==> src/rtl/des_key_schedule.sv <==
// DES key schedule.
//
// Captures a 64-bit DES key, applies PC-1 and then emits the sixteen 48-bit
// round subkeys one per round (K1..K16 for encrypt, K16..K1 for decrypt).
// Each subkey is PC-2 of the current C/D halves and comes from registers only.
//
// Parameters:
//   AUTO_ADV     1 = step every cycle while running, adv ignored; 0 = step on adv
// Ports:
//   clk          system clock, all state on rising edge
//   rst          synchronous reset, active-high
//   key_in       DES key, FIPS bit 1 = key_in[63]; parity bits are never used
//   key_load     capture key_in/decrypt and (re)start a schedule
//   decrypt      sampled with key_load; 1 = emit K16 first, rotate right
//   adv          consumer used the current subkey; step to the next round
//   subkey       current round subkey, PC-2 bit 1 = subkey[47]
//   round        emission index of the current subkey, 0..15
//   subkey_valid subkey/round are meaningful
//   done         one-cycle pulse after the last subkey is consumed
//   busy         schedule in progress (subkey_valid or done)

module des_key_schedule #(
  parameter int unsigned AUTO_ADV = 0
) (
  input  logic        clk,
  input  logic        rst,
  input  logic [63:0] key_in,
  input  logic        key_load,
  input  logic        decrypt,
  input  logic        adv,
  output logic [47:0] subkey,
  output logic [3:0]  round,
  output logic        subkey_valid,
  output logic        done,
  output logic        busy
);

  // Permuted choice 1, FIPS bit numbers of the key selected for C1..C28,D1..D28.
  localparam int unsigned Pc1Tab [56] = '{
    57, 49, 41, 33, 25, 17,  9,
     1, 58, 50, 42, 34, 26, 18,
    10,  2, 59, 51, 43, 35, 27,
    19, 11,  3, 60, 52, 44, 36,
    63, 55, 47, 39, 31, 23, 15,
     7, 62, 54, 46, 38, 30, 22,
    14,  6, 61, 53, 45, 37, 29,
    21, 13,  5, 28, 20, 12,  4
  };

  // Permuted choice 2, bit numbers of the 56-bit C||D selected for subkey bits 1..48.
  localparam int unsigned Pc2Tab [48] = '{
    14, 17, 11, 24,  1,  5,
     3, 28, 15,  6, 21, 10,
    23, 19, 12,  4, 26,  8,
    16,  7, 27, 20, 13,  2,
    41, 52, 31, 37, 47, 55,
    30, 40, 51, 45, 33, 48,
    44, 49, 39, 56, 34, 53,
    46, 42, 50, 36, 29, 32
  };

  typedef enum logic [1:0] {StIdle, StRun, StDone} state_e;

  function automatic logic [55:0] pc1(input logic [63:0] k);
    logic [55:0] o;
    o = '0;
    for (int i = 0; i < 56; i++) begin
      o[6'(55 - i)] = k[6'(64 - Pc1Tab[i])];
    end
    return o;
  endfunction

  function automatic logic [47:0] pc2(input logic [55:0] cd);
    logic [47:0] o;
    o = '0;
    for (int i = 0; i < 48; i++) begin
      o[6'(47 - i)] = cd[6'(56 - Pc2Tab[i])];
    end
    return o;
  endfunction

  // Bit 1 of a half is its MSB, so rotl moves the MSB to the LSB.
  function automatic logic [27:0] rotl(input logic [27:0] v, input logic two);
    return two ? {v[25:0], v[27:26]} : {v[26:0], v[27]};
  endfunction

  function automatic logic [27:0] rotr(input logic [27:0] v, input logic two);
    return two ? {v[1:0], v[27:2]} : {v[0], v[27:1]};
  endfunction

  state_e      state_q, state_d;
  logic [27:0] c_q, c_d;
  logic [27:0] d_q, d_d;
  logic [3:0]  round_q, round_d;
  logic        dec_q, dec_d;

  logic [55:0] load_cd;
  logic        step;
  logic        two_shift;

  assign load_cd = pc1(key_in);
  assign step    = (AUTO_ADV != 0) || adv;

  // Leaving emission index 0, 7 or 14 is a single-bit shift in both directions:
  // encrypt enters rounds 2, 9, 16 and decrypt mirrors the same schedule.
  assign two_shift = !((round_q == 4'd0) || (round_q == 4'd7) || (round_q == 4'd14));

  always_comb begin
    state_d = state_q;
    c_d     = c_q;
    d_d     = d_q;
    round_d = round_q;
    dec_d   = dec_q;
    if (key_load) begin
      // Decrypt starts unrotated: a full 28-shift schedule lands back on PC-1, i.e. K16.
      c_d     = decrypt ? load_cd[55:28] : rotl(load_cd[55:28], 1'b0);
      d_d     = decrypt ? load_cd[27:0]  : rotl(load_cd[27:0], 1'b0);
      dec_d   = decrypt;
      round_d = 4'd0;
      state_d = StRun;
    end else begin
      unique case (state_q)
        StIdle: begin
        end
        StRun: begin
          if (step) begin
            if (round_q == 4'd15) begin
              state_d = StDone;
            end else begin
              round_d = round_q + 4'd1;
              c_d     = dec_q ? rotr(c_q, two_shift) : rotl(c_q, two_shift);
              d_d     = dec_q ? rotr(d_q, two_shift) : rotl(d_q, two_shift);
            end
          end
        end
        StDone: begin
          state_d = StIdle;
        end
        default: begin
          state_d = StIdle;
        end
      endcase
    end
  end

  always_ff @(posedge clk) begin
    if (rst) begin
      state_q <= StIdle;
      c_q     <= '0;
      d_q     <= '0;
      round_q <= '0;
      dec_q   <= 1'b0;
    end else begin
      state_q <= state_d;
      c_q     <= c_d;
      d_q     <= d_d;
      round_q <= round_d;
      dec_q   <= dec_d;
    end
  end

  assign subkey       = pc2({c_q, d_q});
  assign round        = round_q;
  assign subkey_valid = (state_q == StRun);
  assign done         = (state_q == StDone);
  assign busy         = (state_q != StIdle);

endmodule

==> config.mk <==
export PLATFORM = sky130hd
export DESIGN_NAME = des_key_schedule
export DESIGN_NICKNAME = d
export VERILOG_FILES = /design/src/rtl/des_key_schedule.sv
export SDC_FILE = /design/constraint.sdc
export NUM_CORES = 1
export LEC_CHECK = 0
export ABC_CLOCK_PERIOD_IN_PS = 5900
export CORE_MARGIN = 2
export CORE_UTILIZATION = 40
export DETAILED_ROUTE_END_ITERATION = 12
export GPL_ROUTABILITY_DRIVEN = 0
export PLACE_DENSITY = 0.75
export SYNTH_ARGS = -nofsm -noshare
export SYNTH_HDL_FRONTEND = slang
export SYNTH_SLANG_ARGS = --single-unit
==> constraint.sdc <==
create_clock -name clk -period 5.9 [get_ports clk]
set_input_delay 0.885 -clock clk [delete_from_list [all_inputs] [get_ports clk]]
set_output_delay 0.885 -clock clk [all_outputs]
set_load 0.005 [all_outputs]
# After elaboration in Yosys (flattened, before gate mapping)
# Cells that the tools add are included.
# W data, S select, Z words.
[op_classes] muxes=20 bitwise=2 addsub=1 n_eq_ne=11 n_reduce_logical=12
[ops] cell="$mux W28" n=15
[ops] cell="$reduce_and A3 Y1" n=4
[ops] cell="$eq A4 B4 Y1 const B" n=2
[ops] cell="$ne A2 B2 Y1 const B" n=3
[ops] cell="$reduce_bool A2 Y1" n=3
[ops] cell="$mux W5" n=1
[ops] cell="$add A4 B1 Y4 const B" n=1
[ops] cell="$eq A4 B3 Y1 const B" n=1
[ops] cell="$logic_not A4 Y1" n=1
[ops] cell="$mux W2" n=2
[ops] cell="$pmux W2 S2" n=1
[ops] cell="$ne A3 B2 Y1 const B" n=1
[ops] cell="$ne A3 B3 Y1 const B" n=1
[ops] cell="$eq A2 B1 Y1 const B" n=1
[ops] cell="$eq A2 B2 Y1 const B" n=1
[ops] cell="$logic_not A2 Y1" n=1
[ops] cell="$logic_or A1 B1 Y1" n=2
[ops] cell="$ne A2 B1 Y1 const B" n=1
[ops] cell="$not A1 Y1" n=2
[ops] cell="$reduce_or A2 Y1" n=1
[ops] cell="$mux W1" n=1
[totals] register_bits=63 word_cells=52 input_bits=69

# Depth between registers and ports, before layout
# Gate-level depths: netlist (run 1).
[logic_depth] ltp_word=9 ltp_mapped=10 mapped_depth_nobuf=7

# Worst setup path after synthesis (run 1)
# No wires, ideal clock.
[synth_timing] kind="input to register" startpoint="in decrypt" endpoint="reg d_q[20]" stages=6 arrival_ps=2215 slack_ps=3561 n_path_buf=3 setup_time_ps=124 t_required_ps=5776 cell_sequence="clkbuf_1 buf_2 buf_2 mux2i_1 nor2_1 a2111o_1"
[synth_via] elab_chain_cells=2
[synth_rtl] element="from (decl)" line_no="29" rtl="input logic decrypt,"
[synth_rtl] element="$mux W28" line_no="117" rtl="d_d = decrypt ? load_cd[27:0] : rotl(load_cd[27:0], 1'b0);"
[synth_rtl] element="$mux W28" line_no="114" rtl="if (key_load) begin"
[synth_rtl] element="to (signal assigned)" line_no="150" rtl="d_q <= '0;"
[synth_rtl] element="to (signal assigned)" line_no="156" rtl="d_q <= d_d;"
[synth_rtl] element="to (decl)" line_no="93" rtl="logic [27:0] d_q, d_d;"
# Every way passes these cells.
# A chain may end at the register's enable or synchronous reset.

# Final worst setup path (run 1)
[layout_timing] startpoint="in adv" endpoint="reg c_q[27]"
[layout_via] elab_chain_cells=2
[layout_rtl] element="from (decl)" line_no="30" rtl="input logic adv,"
[layout_rtl] element="$reduce_bool A2 Y1 (no line)"
[layout_rtl] element="$reduce_and A3 Y1 (no line)"
[layout_rtl] element="to (signal assigned)" line_no="149" rtl="c_q <= '0;"
[layout_rtl] element="to (signal assigned)" line_no="155" rtl="c_q <= c_d;"
[layout_rtl] element="to (decl)" line_no="92" rtl="logic [27:0] c_q, c_d;"
# Every way passes these cells.

==> results of run 1 <==
sequential cells by signal (all words and copies together), names as in the netlist:
register	flops
state_q	2
d_q	28
round	4
c_q	28
dec_q	1
cells by family after synthesis:
kind of cell	after synthesis	synth area share [%]
XOR/XNOR	3	0.575
adder cells (fa/ha/maj)	3	0.821
flip-flops	63	27.6
buffers and inverters	94	13.1
AND/OR/NAND/NOR	213	19.7
multiplexers	51	15.1
AO/OA/AOI/OAI	143	23.1
other	1	0.0820
worst max-delay path, stage by stage:
cell and delay (ns):
sky130_fd_sc_hd__clkdlybuf4s50_1 0.48, sky130_fd_sc_hd__and3b_1 0.22, sky130_fd_sc_hd__nand2_1 0.49, sky130_fd_sc_hd__nor2_1 0.94, sky130_fd_sc_hd__nand3_1 0.19, sky130_fd_sc_hd__o2111a_1 0.18
report_power, final:
| part | total (W) | switching (W) | internal [W] |
|---|---|---|---|
| sequential | 0.000477 | 0.0000292 | 0.000448 |
| clock | 0.000530 | 0.000185 | 0.000345 |
| combinational | 0.000193 | 0.0000950 | 0.0000977 |
| total | 0.00120 | 0.000310 | 0.000890 |
metrics by stage:
| step | hold WS (ns) | power, W | utilization (%) |
|---|---|---|---|
| final | 0.488 | 0.00120 | 47.1 |
| after global routing | 0.526 | 0.00125 | 47.1 |
| after CTS | 0.481 | 0.00120 | 47.1 |
| after detailed placement | 0.474 | 0.000676 | 44.5 |
| after global placement | 0.468 | 0.000671 | 44.5 |
| after floorplan | 0.450 | 0.000617 | - |
synth_stat cells (2+ instances only):
cell                        instances  area [um2]
sky130_fd_sc_hd__a2111o_1          17         191
sky130_fd_sc_hd__nor3_1             4        20.0
sky130_fd_sc_hd__nand2b_1           2        12.5
sky130_fd_sc_hd__mux2_2             5        56.3
sky130_fd_sc_hd__inv_1              4        15.0
sky130_fd_sc_hd__or3_1              7        43.8
sky130_fd_sc_hd__clkbuf_1          15        56.3
sky130_fd_sc_hd__nand2_1          116         435
sky130_fd_sc_hd__and2_1             2        12.5
sky130_fd_sc_hd__a21o_1             6        45.0
sky130_fd_sc_hd__o21ai_0           16        80.1
sky130_fd_sc_hd__o2bb2ai_1          3        26.3
sky130_fd_sc_hd__nand4_1            3        18.8
sky130_fd_sc_hd__ha_1               3        37.5
sky130_fd_sc_hd__a311oi_1           2        17.5
sky130_fd_sc_hd__a311oi_2           3        45.0
sky130_fd_sc_hd__nor2b_1            2        12.5
sky130_fd_sc_hd__nand2_2            2        12.5
sky130_fd_sc_hd__mux2i_1           33         330
sky130_fd_sc_hd__mux4_2             9         203
sky130_fd_sc_hd__buf_6              4        45.0
sky130_fd_sc_hd__dfxtp_1           63        1260
sky130_fd_sc_hd__a21oi_1           54         270
sky130_fd_sc_hd__buf_1              3        11.3
sky130_fd_sc_hd__buf_4             52         390
sky130_fd_sc_hd__nor2_1            45         169
sky130_fd_sc_hd__buf_2             16        80.1
sky130_fd_sc_hd__o2111a_1           9         101
sky130_fd_sc_hd__o221ai_1           4        35.0
sky130_fd_sc_hd__or2_2              2        12.5
sky130_fd_sc_hd__nand3_1           23         115
sky130_fd_sc_hd__mux4_1             3        78.8
sky130_fd_sc_hd__a211oi_1          11        82.6
sky130_fd_sc_hd__a221oi_2           2        30.0
sky130_fd_sc_hd__a31oi_1            7        43.8
sky130_fd_sc_hd__and3_1             3        18.8
sky130_fd_sc_hd__xnor2_1            2        17.5
layout by cell type (no fill, tap or decap), drive strengths merged, types with 9 or more instances in the layout:
master	count
a2111o	17
a211oi	11
a21oi	54
clkbuf	11
clkdlybuf4s50	74
conb	16
dfxtp	63
mux2i	34
mux4	12
nand2	118
nand3	23
nor2	45
o2111a	9
o21ai	17
layout make-up:
type,count,area (um2)
clock inverter,4,45.0
multi-input combinational,429,2770
tap,143,179
inverter,4,15.0
clock buffer,11,253
timing repair buffer,81,791
fill,1085,5960
sequential,63,1260
metal layers:
layer  vias up  track usage, %  routed length [um]
met4         0            7.42                 246
li1       2045               -                   -
met2       174            30.9                5510
met1      2018            25.1                5310
met5         -               0                   0
met3        21            4.65                 842
path summary, 6_finish.rpt:
kind	start	to	slack, ns	depth (start not counted)
setup / recovery	adv	c_q[27]$_SDFFE_PP0P_	2.72	6
hold / removal	c_q[22]$_SDFFE_PP0P_	c_q[22]$_SDFFE_PP0P_	0.49	2
setup reg to reg	round[0]$_SDFFE_PP0P_	c_q[27]$_SDFFE_PP0P_	3.18	6
hold reg to reg	c_q[22]$_SDFFE_PP0P_	c_q[22]$_SDFFE_PP0P_	0.49	2
==> results.txt, run 1 <==
----------------------------------------------------
[Detailed routing]
  Remaining antenna violation count after routing ... 0
  DRC violations left ... 0
  Ratio of routed vias to standard cells ... around 5.8
  Detailed router's first-iteration violation count ... ~420
  Average routed wire per standard cell ... 16.2 um
  TritonRoute pass-1 iters ... 5
  Total detailed-routing wirelength ... between 10,000 and 15,000 um
  Via count ... approximately 4,300

[Logic synthesis]
  Post-synthesis instance total ... 571
  Syn Area/Cell ... ~8 um2
  Share of synthesized registers carrying an async set or reset ... 0%
  Count of yosys warnings during synthesis ... 0
  Post-synth EDFFs ... 0
  Combined area of all synthesized cells ... 4570 um2
  Most frequently used flop master after synthesis ... sky130_fd_sc_hd__dfxtp_1
  Count of different cell masters after synthesis ... 51
  Number of register bits inferred by synthesis ... between 60 and 70
  Share of the yosys chip area belonging to registers ... approximately 28%

[Placement]
  DP Area ... roughly 5000 um2
  Detail Placement HPWL ... 8170 um
  Count of placed standard cells including taps ... 720
  Port bufs ... 75
  Dpl ws ... between 2 and 2.5 ns

[Timing]
  Final clock skew ... 0.00591 ns
  Slew headroom ... between 20% and 30%
  Worst Slack Setup Final ... approximately 2.7 ns
  Time the final worst path needs with I/O delays and setup ... approximately 3.2 ns
  Final total negative setup slack ... 0 ns
  Number of setup violations in the final report ... 0
  Setup repair after global routing missed its margin ... false
  Count of pins over their slew limit ... 0
  Number of hold-slack violations in the final timing report ... 0
  Worst-Margin Slew ... ~1.1 ns
  Achievable clock frequency ... approximately 310 MHz
  Final critical-path share of the clock period ... a little over half

[Clocking]
  Clk Tree Root Cell ... sky130_fd_sc_hd__clkbuf_16
  Number of hold buffers added after cts ... 0
  Number of buffers inserted during clock tree synthesis ... 9
  Buffers inserted during post-CTS setup optimization ... 0
  Clk pin slew, worst setup/hold paths ... about 0.050 ns
  TritonCTS clock tree ... yes
  Htree depth ... 3
  Clock Sinks ... 63
  Post-cts sizing count ... 0
  Number of buffers between clock root and the deepest sink ... 2
  Skew-Pair Late Insertion Delay ... 0.33 ns

[Die]
  Die X-Extent ... approximately 110 um
  Starting density of the core ... between 40% and 50%
  Floorplan row count ... 39
  Die area ... between 10,000 and 15,000 um2
  Top-level I/O count ... 124
  Die Span Y ... 111 um
  Area of the placeable core ... 11,300 um2

[Status]
  Status ... completed

[GRT]
  GRT Residual Overflow ... 0
  Via count of the first global-routing pass ... roughly 4,100
  GRT Total Usage ... 19.2%
  First-pass GRT wire length ... ~20,000 um
  Number of antenna violations at the first check in global routing ... 0
  Pin count of the biggest net entering global routing ... 62

[Power]
  Leakage ... 1.98 nW
  Worst voltage drop across the vdd grid ... ~0.12 mV
  Power density cells ... 226 nW/um2

[Final layout]
  Post-route cell area ... 5310 um2
  Antenna fix cells ... 0
  Final cell count without fillers ... 735
  Layout cells sized above 1 ... 8.11%
  Layout overhead on the synthesized area ... 16.2%
  Final nets ... 660

[Job]
  Max-cap viol count ... 0

[Worst setup path]
  Kind of critical path ... primary input to flop
  Data required time of the critical path ... around 6.1 ns
  Maximum fanout count along the critical path ... 22
  Sort of element at the start of the critical path ... primary input
  Crit path arrival time ... 3.40 ns
  Kind of end point of the critical path ... flop

[Worst hold path]
  Min-Delay Path Class ... flop to flop

----------------------------------------------------
No activity file was read; power rests on OpenSTA's default activity.
==> inputs of run 2 (changes only) <==
ABC_CLOCK_PERIOD_IN_PS = 2900   (was 5900)
PLACE_DENSITY = 0.78   (was 0.75)
clock period = 2.9 ns   (was 5.9 ns; I/O delays follow)
==> run 2 against run 1 <==
  * Core utilization rose by 0.93 points
  * Hold slack worse by 0.0096 ns
  * Critical endpoint is now c_q[0]$_SDFFE_PP0P_
  * Clock skew is essentially flat
  * Critical path depth rose by 1
==> results.txt, run 2 (synthesis gave the netlist of run 1 again) <==
----------------------------------------------------
[Timing]
  Number of hold-slack violations in the final timing report ... 0 (unchanged)
  Count of pins over their slew limit ... 0 (unchanged)
  Achievable clock frequency ... about 410 MHz
  Final clock skew ... 0.00547 ns (-0.000442 ns)
  Slew headroom ... 17.7% (-10 points)
  Final total negative setup slack ... 0 ns (unchanged)
  Number of setup violations in the final report ... 0 (unchanged)
  Time the final worst path needs with I/O delays and setup ... 2.42 ns
  Setup repair after global routing missed its margin ... false
  Worst-Margin Slew ... 1.23 ns (+0.155 ns)
  Final critical-path share of the clock period ... between 80% and 90%

[Placement]
  Port bufs ... 75 (unchanged)
  Count of placed standard cells including taps ... 736 (+2.2%)
  Detail Placement HPWL ... 8570 um (+4.9%)

[GRT]
  Number of antenna violations at the first check in global routing ... 0 (unchanged)
  Pin count of the biggest net entering global routing ... 32 (-48%)
  GRT Residual Overflow ... 0 (unchanged)
  Via count of the first global-routing pass ... 4,110 (+0.96%)
  First-pass GRT wire length ... 20,100 um (+1.3%)
  GRT Total Usage ... 19.5% (+0.26 points)

[Final layout]
  Most used cells in the layout excluding fill and tap cells ... sky130_fd_sc_hd__nand2_1, sky130_fd_sc_hd__clkdlybuf4s50_1, sky130_fd_sc_hd__dfxtp_1, sky130_fd_sc_hd__a21oi_1, sky130_fd_sc_hd__nor2_1
  Final nets ... 676 (+2.4%)
  Final cell count without fillers ... 752 (+2.3%)
  Most common cell after layout, fill and taps aside ... sky130_fd_sc_hd__nand2_1
  Layout cells sized above 1 ... 10.3% (+2.2 points)
  Layout overhead on the synthesized area ... 18.5%
  Antenna fix cells ... 0 (unchanged)

[Power]
  Part of the total power dissipated in sequential elements ... 41.4% (+1.7 points)
  Part of the total power dissipated in combinational logic ... 17.8% (+1.7 points)
  Power density cells ... 430 nW/um2 (+91%)
  Leakage ... 2.05 nW (+3.3%)
  Internal Dissipation ... 0.00169 W (+90%)
  Net switching power ... 0.000638 W (+110%)
  Clock network fraction of total power ... 40.8% (-3.4 points)
  Worst voltage drop across the vdd grid ... 0.229 mV (+84%)
  Switching share of total power ... 27.3% (+1.5 points)
  Post-route total power ... 0.00233 W (+94%)

[Detailed routing]
  Remaining antenna violation count after routing ... 0 (unchanged)
  Average routed wire per standard cell ... 16.1 um (-0.68%)
  Detailed router's first-iteration violation count ... 422 (+1.7%)
  TritonRoute pass-1 iters ... 6 (+1)
  Total detailed-routing wirelength ... 12,100 um (+1.6%)
  Via count ... 4,306 (+1.1%)
  Ratio of routed vias to standard cells ... 5.73 (-1.2%)
  DRC violations left ... 0 (unchanged)

[Worst setup path]
  Flop2flop setup slack ... 0.48 ns (-2.70 ns)
  Crit path arrival time ... 2.66 ns (-0.74 ns)
  Kind of end point of the critical path ... flop
  Sort of element at the start of the critical path ... flop
  Worst r2r src ... round[1]$_SDFFE_PP0P_
  Path depth of the worst reg2reg path ... 7 (+1)
  Endpoint of the most critical register-to-register path ... c_q[0]$_SDFFE_PP0P_
  Crit. Startpoint ... round[1]$_SDFFE_PP0P_
  Data required time of the critical path ... 3.15 ns (-2.97 ns)
  Maximum fanout count along the critical path ... 17 (-23%)
  Critical path capture point ... c_q[0]$_SDFFE_PP0P_
  Kind of critical path ... flop to flop

[Worst hold path]
  Min-Delay Path Class ... flop to flop

[Clocking]
  Htree depth ... 3 (unchanged)
  Buffers inserted during post-CTS setup optimization ... 0 (unchanged)
  Number of buffers between clock root and the deepest sink ... 2 (unchanged)
  Clock Sinks ... 63 (unchanged)
  Skew-Pair Late Insertion Delay ... 0.33 ns (about the same)
  Number of hold buffers added after cts ... 0 (unchanged)
  TritonCTS clock tree ... yes
  Number of buffers inserted during clock tree synthesis ... 9 (unchanged)
  Clk pin slew, worst setup/hold paths ... 0.05 ns (about the same)
  Clk Tree Root Cell ... sky130_fd_sc_hd__clkbuf_16
  Post-cts sizing count ... 0 (unchanged)

[Job]
  Max-cap viol count ... 0 (unchanged)

[Die]
  Die area ... 12,300 um2 (unchanged)
  Top-level I/O count ... 124 (unchanged)
  Starting density of the core ... 40.5% (unchanged)
  Floorplan row count ... 39 (unchanged)
  Die X-Extent ... 111 um (unchanged)
  Die Span Y ... 111 um (unchanged)
  Area of the placeable core ... 11,300 um2 (unchanged)

[Status]
  Status ... completed

----------------------------------------------------
==> run 2: changes by cell type in the layout (fill, tap and decap cells not counted) <==
cell                        before  now
sky130_fd_sc_hd__clkbuf_1        0    2
sky130_fd_sc_hd__buf_4           6   20
sky130_fd_sc_hd__clkinv_2        3    5
sky130_fd_sc_hd__clkbuf_8        2    0
sky130_fd_sc_hd__buf_12          0    2
sky130_fd_sc_hd__bufinv_16       1    0
==> run 2: per-layer routing <==
| metal | share of wire [%] | wire (um) | global-route usage (%) |
|---|---|---|---|
| met5 | 0 | 0 | 0 |
| met4 | 1.9 | 225 | 6.75 |
| met3 | 7.8 | 948 | 4.87 |
| met2 | 45 | 5490 | 30.6 |
| met1 | 45 | 5440 | 26.2 |
==> run 2: through the flow <==
| stage | hold WS, ns | util, % | setup slack [ns] | instance area, um2 |
|---|---|---|---|---|
| finish | 0.478 | 48.1 | 0.481 | 5420 |
| global route | 0.516 | 48.1 | 0.284 | 5420 |
| CTS | 0.479 | 48.1 | 0.450 | 5420 |
| detailed placement | 0.471 | 45.8 | 0.398 | 5160 |
| global placement | 0.471 | 45.8 | 0.410 | 5160 |
| floorplan | 0.450 | - | 0.935 | 4630 |
==> run 2: power groups by stage <==
stage               Clock, W  Combinational (W)  Sequential, W
floorplan                  0           0.000291       0.000964
global placement           0           0.000402       0.000979
detailed placement         0           0.000411       0.000981
CTS                 0.000962           0.000414       0.000964
global route         0.00102           0.000452       0.000971
finish              0.000950           0.000415       0.000966
==> run 2: area by class of cell <==
| class | instances | area [um2] |
|---|---|---|
| Clock buffer | 11 | 233 |
| Clock inverter | 5 | 25.0 |
| Fill cell | 1060 | 5860 |
| Inverter | 4 | 15.0 |
| Multi-Input combinational cell | 429 | 2770 |
| Sequential cell | 63 | 1260 |
| Tap cell | 143 | 179 |
| Timing Repair Buffer | 97 | 936 |
==> run 2: worst min-delay path by stage <==
stage | endpoint | depth (start not counted) | slack, ns | start
CTS | c_q[22]$_SDFFE_PP0P_ | 2 | 0.48 | c_q[22]$_SDFFE_PP0P_
global placement | c_q[22]$_SDFFE_PP0P_ | 2 | 0.47 | c_q[22]$_SDFFE_PP0P_
detailed placement | c_q[22]$_SDFFE_PP0P_ | 2 | 0.47 | c_q[22]$_SDFFE_PP0P_
global route | c_q[22]$_SDFFE_PP0P_ | 2 | 0.52 | c_q[22]$_SDFFE_PP0P_
finish | c_q[22]$_SDFFE_PP0P_ | 2 | 0.48 | c_q[22]$_SDFFE_PP0P_
floorplan | c_q[22]$_SDFFE_PP0P_ | 2 | 0.45 | c_q[22]$_SDFFE_PP0P_
==> run 2: worst max-delay path, cell delays in order (launching register included) <==
cell and delay [ns]:
sky130_fd_sc_hd__dfxtp_1 0.41, sky130_fd_sc_hd__ha_1 0.31, sky130_fd_sc_hd__mux2i_4 0.12, sky130_fd_sc_hd__o21ai_4 0.58, sky130_fd_sc_hd__buf_4 0.27, sky130_fd_sc_hd__nand2_1 0.06
sky130_fd_sc_hd__a211o_1 0.31, sky130_fd_sc_hd__a311oi_2 0.26
==> inputs of run 3 (changes only) <==
ABC_CLOCK_PERIOD_IN_PS = 2200   (was 2900)
clock period = 2.2 ns   (was 2.9 ns; I/O delays follow)
==> run 3 against run 2 <==
  * Final cell count is 2.5% higher
  * Sequential cell count unchanged
  * Total power rose by 43%
  * Fmax increased by 17%
  * Largest power group is now the clock network
  * Clock-buffer cell count increased by 2
  * Register-to-register slack lost 0.35 ns
  * Clock skew is 0.00067 ns lower
  * Design area grew 4.5%
==> results.txt, run 3 (synthesis gave the netlist of run 1 again) <==
----------------------------------------------------
[Worst setup path]
  Crit path arrival time ... 2.27 ns (-0.39 ns)
  Kind of critical path ... flop to flop
  Data required time of the critical path ... 2.40 ns (-0.75 ns)
  Sort of element at the start of the critical path ... flop
  Maximum fanout count along the critical path ... 19 (+2)
  Kind of end point of the critical path ... flop

[Die]
  Area of the placeable core ... 11,300 um2 (unchanged)
  Die area ... 12,300 um2 (unchanged)
  Die X-Extent ... 111 um (unchanged)
  Top-level I/O count ... 124 (unchanged)
  Floorplan row count ... 39 (unchanged)
  Starting density of the core ... 40.5% (unchanged)
  Die Span Y ... 111 um (unchanged)

[Power]
  Worst voltage drop across the vdd grid ... 0.506 mV (+120%)
  Net switching power ... 0.000860 W (+35%)
  Leakage ... 2.19 nW (+6.6%)
  Part of the total power dissipated in sequential elements ... 38.4% (-3.0 points)
  Internal Dissipation ... 0.00246 W (+45%)
  Clock network fraction of total power ... 44.4% (+3.6 points)
  Power density cells ... 587 nW/um2 (+36%)
  Part of the total power dissipated in combinational logic ... 17.2% (-0.6 points)
  Switching share of total power ... 25.9% (-1.5 points)

[Clocking]
  Clock Sinks ... 63 (unchanged)
  Number of hold buffers added after cts ... 0 (unchanged)
  Clk pin slew, worst setup/hold paths ... 0.05 ns (about the same)
  Htree depth ... 3 (unchanged)
  Number of buffers inserted during clock tree synthesis ... 9 (unchanged)
  Skew-Pair Late Insertion Delay ... 0.33 ns (about the same)
  Number of buffers between clock root and the deepest sink ... 2 (unchanged)
  Clk Tree Root Cell ... sky130_fd_sc_hd__clkbuf_16
  TritonCTS clock tree ... yes

[Status]
  Status ... completed

[Final layout]
  Most used cells in the layout excluding fill and tap cells ... sky130_fd_sc_hd__nand2_1, sky130_fd_sc_hd__clkdlybuf4s50_1, sky130_fd_sc_hd__dfxtp_1, sky130_fd_sc_hd__a21oi_1, sky130_fd_sc_hd__nor2_1
  Layout cells sized above 1 ... 13.9% (+3.5 points)
  Fill cell total of the finished layout ... 1,061 (+0.094%)
  Layout overhead on the synthesized area ... 23.9%
  Antenna fix cells ... 0 (unchanged)
  Most common cell after layout, fill and taps aside ... sky130_fd_sc_hd__nand2_1
  Final nets ... 695 (+2.8%)

[Detailed routing]
  Average routed wire per standard cell ... 16.7 um (+3.9%)
  Total detailed-routing wirelength ... 12,900 um (+6.5%)
  DRC violations left ... 0 (unchanged)
  Remaining antenna violation count after routing ... 0 (unchanged)
  Via count ... 4,452 (+3.4%)
  TritonRoute pass-1 iters ... 6 (unchanged)
  Ratio of routed vias to standard cells ... 5.77 (+0.84%)
  Detailed router's first-iteration violation count ... 524 (+24%)

[Timing]
  Count of pins over their slew limit ... 0 (unchanged)
  Worst hold slack across all endpoints ... 0.491 ns (+0.0133 ns)
  Setup repair after global routing missed its margin ... false
  Number of hold-slack violations in the final timing report ... 0 (unchanged)
  Time the final worst path needs with I/O delays and setup ... 2.07 ns (-0.348 ns)
  Final clock skew ... 0.00480 ns (-0.000670 ns)
  Worst Slack Setup Final ... 0.130 ns (-0.352 ns)
  Achievable clock frequency ... 483 MHz (+17%)
  Number of setup violations in the final report ... 0 (unchanged)
  Slew headroom ... 45.9% (+28 points)
  Worst-Margin Slew ... 0.811 ns (-0.420 ns)
  Final critical-path share of the clock period ... 94.1% (+11 points)

[Placement]
  Dpl ws ... -0.279 ns (-0.677 ns)
  Detail Placement HPWL ... 9030 um (+5.4%)
  Port bufs ... 75 (unchanged)

[GRT]
  First-pass GRT wire length ... 21,300 um (+6.3%)
  GRT met3 Usage ... 4.16% (-0.71 points)
  Fraction of met2 tracks used by global routing ... 32.8% (+2.3 points)
  GRT Total Usage ... 20.7% (+1.2 points)
  Grt met1 use ... 28.1% (+1.9 points)
  GRT Residual Overflow ... 0 (unchanged)
  Pin count of the biggest net entering global routing ... 38 (+19%)
  GRT busiest layer ... met2
  Via count of the first global-routing pass ... 4,336 (+5.5%)
  Number of antenna violations at the first check in global routing ... 0 (unchanged)

[Job]
  Max-cap viol count ... 0 (unchanged)

[Worst hold path]
  Min-Delay Path Class ... primary input to flop

----------------------------------------------------
==> run 3: changes by cell type in the layout (fill, tap and decap cells not counted), sizes merged <==
cell,before,now
clkbuf,11,14
bufinv,0,1
clkinv,5,2
buf,23,41
==> run 3: critical path, cell delays in order, from the launching register on <==
cell	delay, ns
sky130_fd_sc_hd__dfxtp_1	0.38
sky130_fd_sc_hd__ha_2	0.23
sky130_fd_sc_hd__buf_4	0.12
sky130_fd_sc_hd__mux2i_4	0.07
sky130_fd_sc_hd__o21ai_4	0.20
sky130_fd_sc_hd__buf_12	0.20
sky130_fd_sc_hd__mux4_1	0.56
sky130_fd_sc_hd__nand2_1	0.09
sky130_fd_sc_hd__a211oi_1	0.08
==> run 3: final timing paths <==
| check | startpoint | end | slack [ns] | cells after the start |
|---|---|---|---|---|
| setup / recovery | round[0]$_SDFFE_PP0P_ | c_q[2]$_SDFFE_PP0P_ | 0.13 | 8 |
| hold / removal | decrypt | dec_q$_SDFFE_PP0P_ | 0.49 | 3 |
| setup reg to reg | round[0]$_SDFFE_PP0P_ | c_q[2]$_SDFFE_PP0P_ | 0.13 | 8 |
| hold reg to reg | d_q[2]$_SDFFE_PP0P_ | d_q[2]$_SDFFE_PP0P_ | 0.50 | 1 |
==> run 3: layout make-up <==
type	instances	area [um2]	share of cell area, %
multi-input cells	429	2770	49.0
clock inverters	3	40.0	0.707
repair buffers	116	1120	19.8
flip-flops and latches	63	1260	22.3
clock buffers	13	270	4.77
well taps	143	179	3.16
inverters	4	15.0	0.265
==> run 3: power by group through the flow <==
stage | combinational, W | sequential [W] | clock (W)
3_3_place_gp | 0.000544 | 0.00129 | 0
2_1_floorplan | 0.000383 | 0.00127 | 0
4_1_cts | 0.000562 | 0.00127 | 0.00148
3_5_place_dp | 0.000557 | 0.00130 | 0
5_1_grt | 0.000619 | 0.00129 | 0.00153
6_report | 0.000571 | 0.00128 | 0.00148
==> run 3: metrics by stage <==
stage               std cells  cell area (um2)  util (%)  power, W  TNS (ns)
global route              771             5660      50.2   0.00344         0
floorplan                 586             4630         -   0.00165         0
detailed placement        753             5310      47.1   0.00185     -4.79
CTS                       769             5620      49.9   0.00332         0
finish                    771             5660      50.2   0.00332         0
global placement          753             5310      47.1   0.00184     -2.49
==> run 3: repair_timing <==
action                     4_1_cts  5_1_grt
buffers inserted                 0        1
pin swaps                        0        1
cloned                           0        1
setup endpoints to repair       18       29
gates resized for setup          1        3
==> run 3: per-layer routing <==
metal  wire length [um]  part of all wire, %  up-vias
met2               5990                   46      197
met4                251                  1.9        0
met1               5700                   44     2125
met5                  0                    0        -
li1                   -                    -     2112
met3                950                  7.4       18
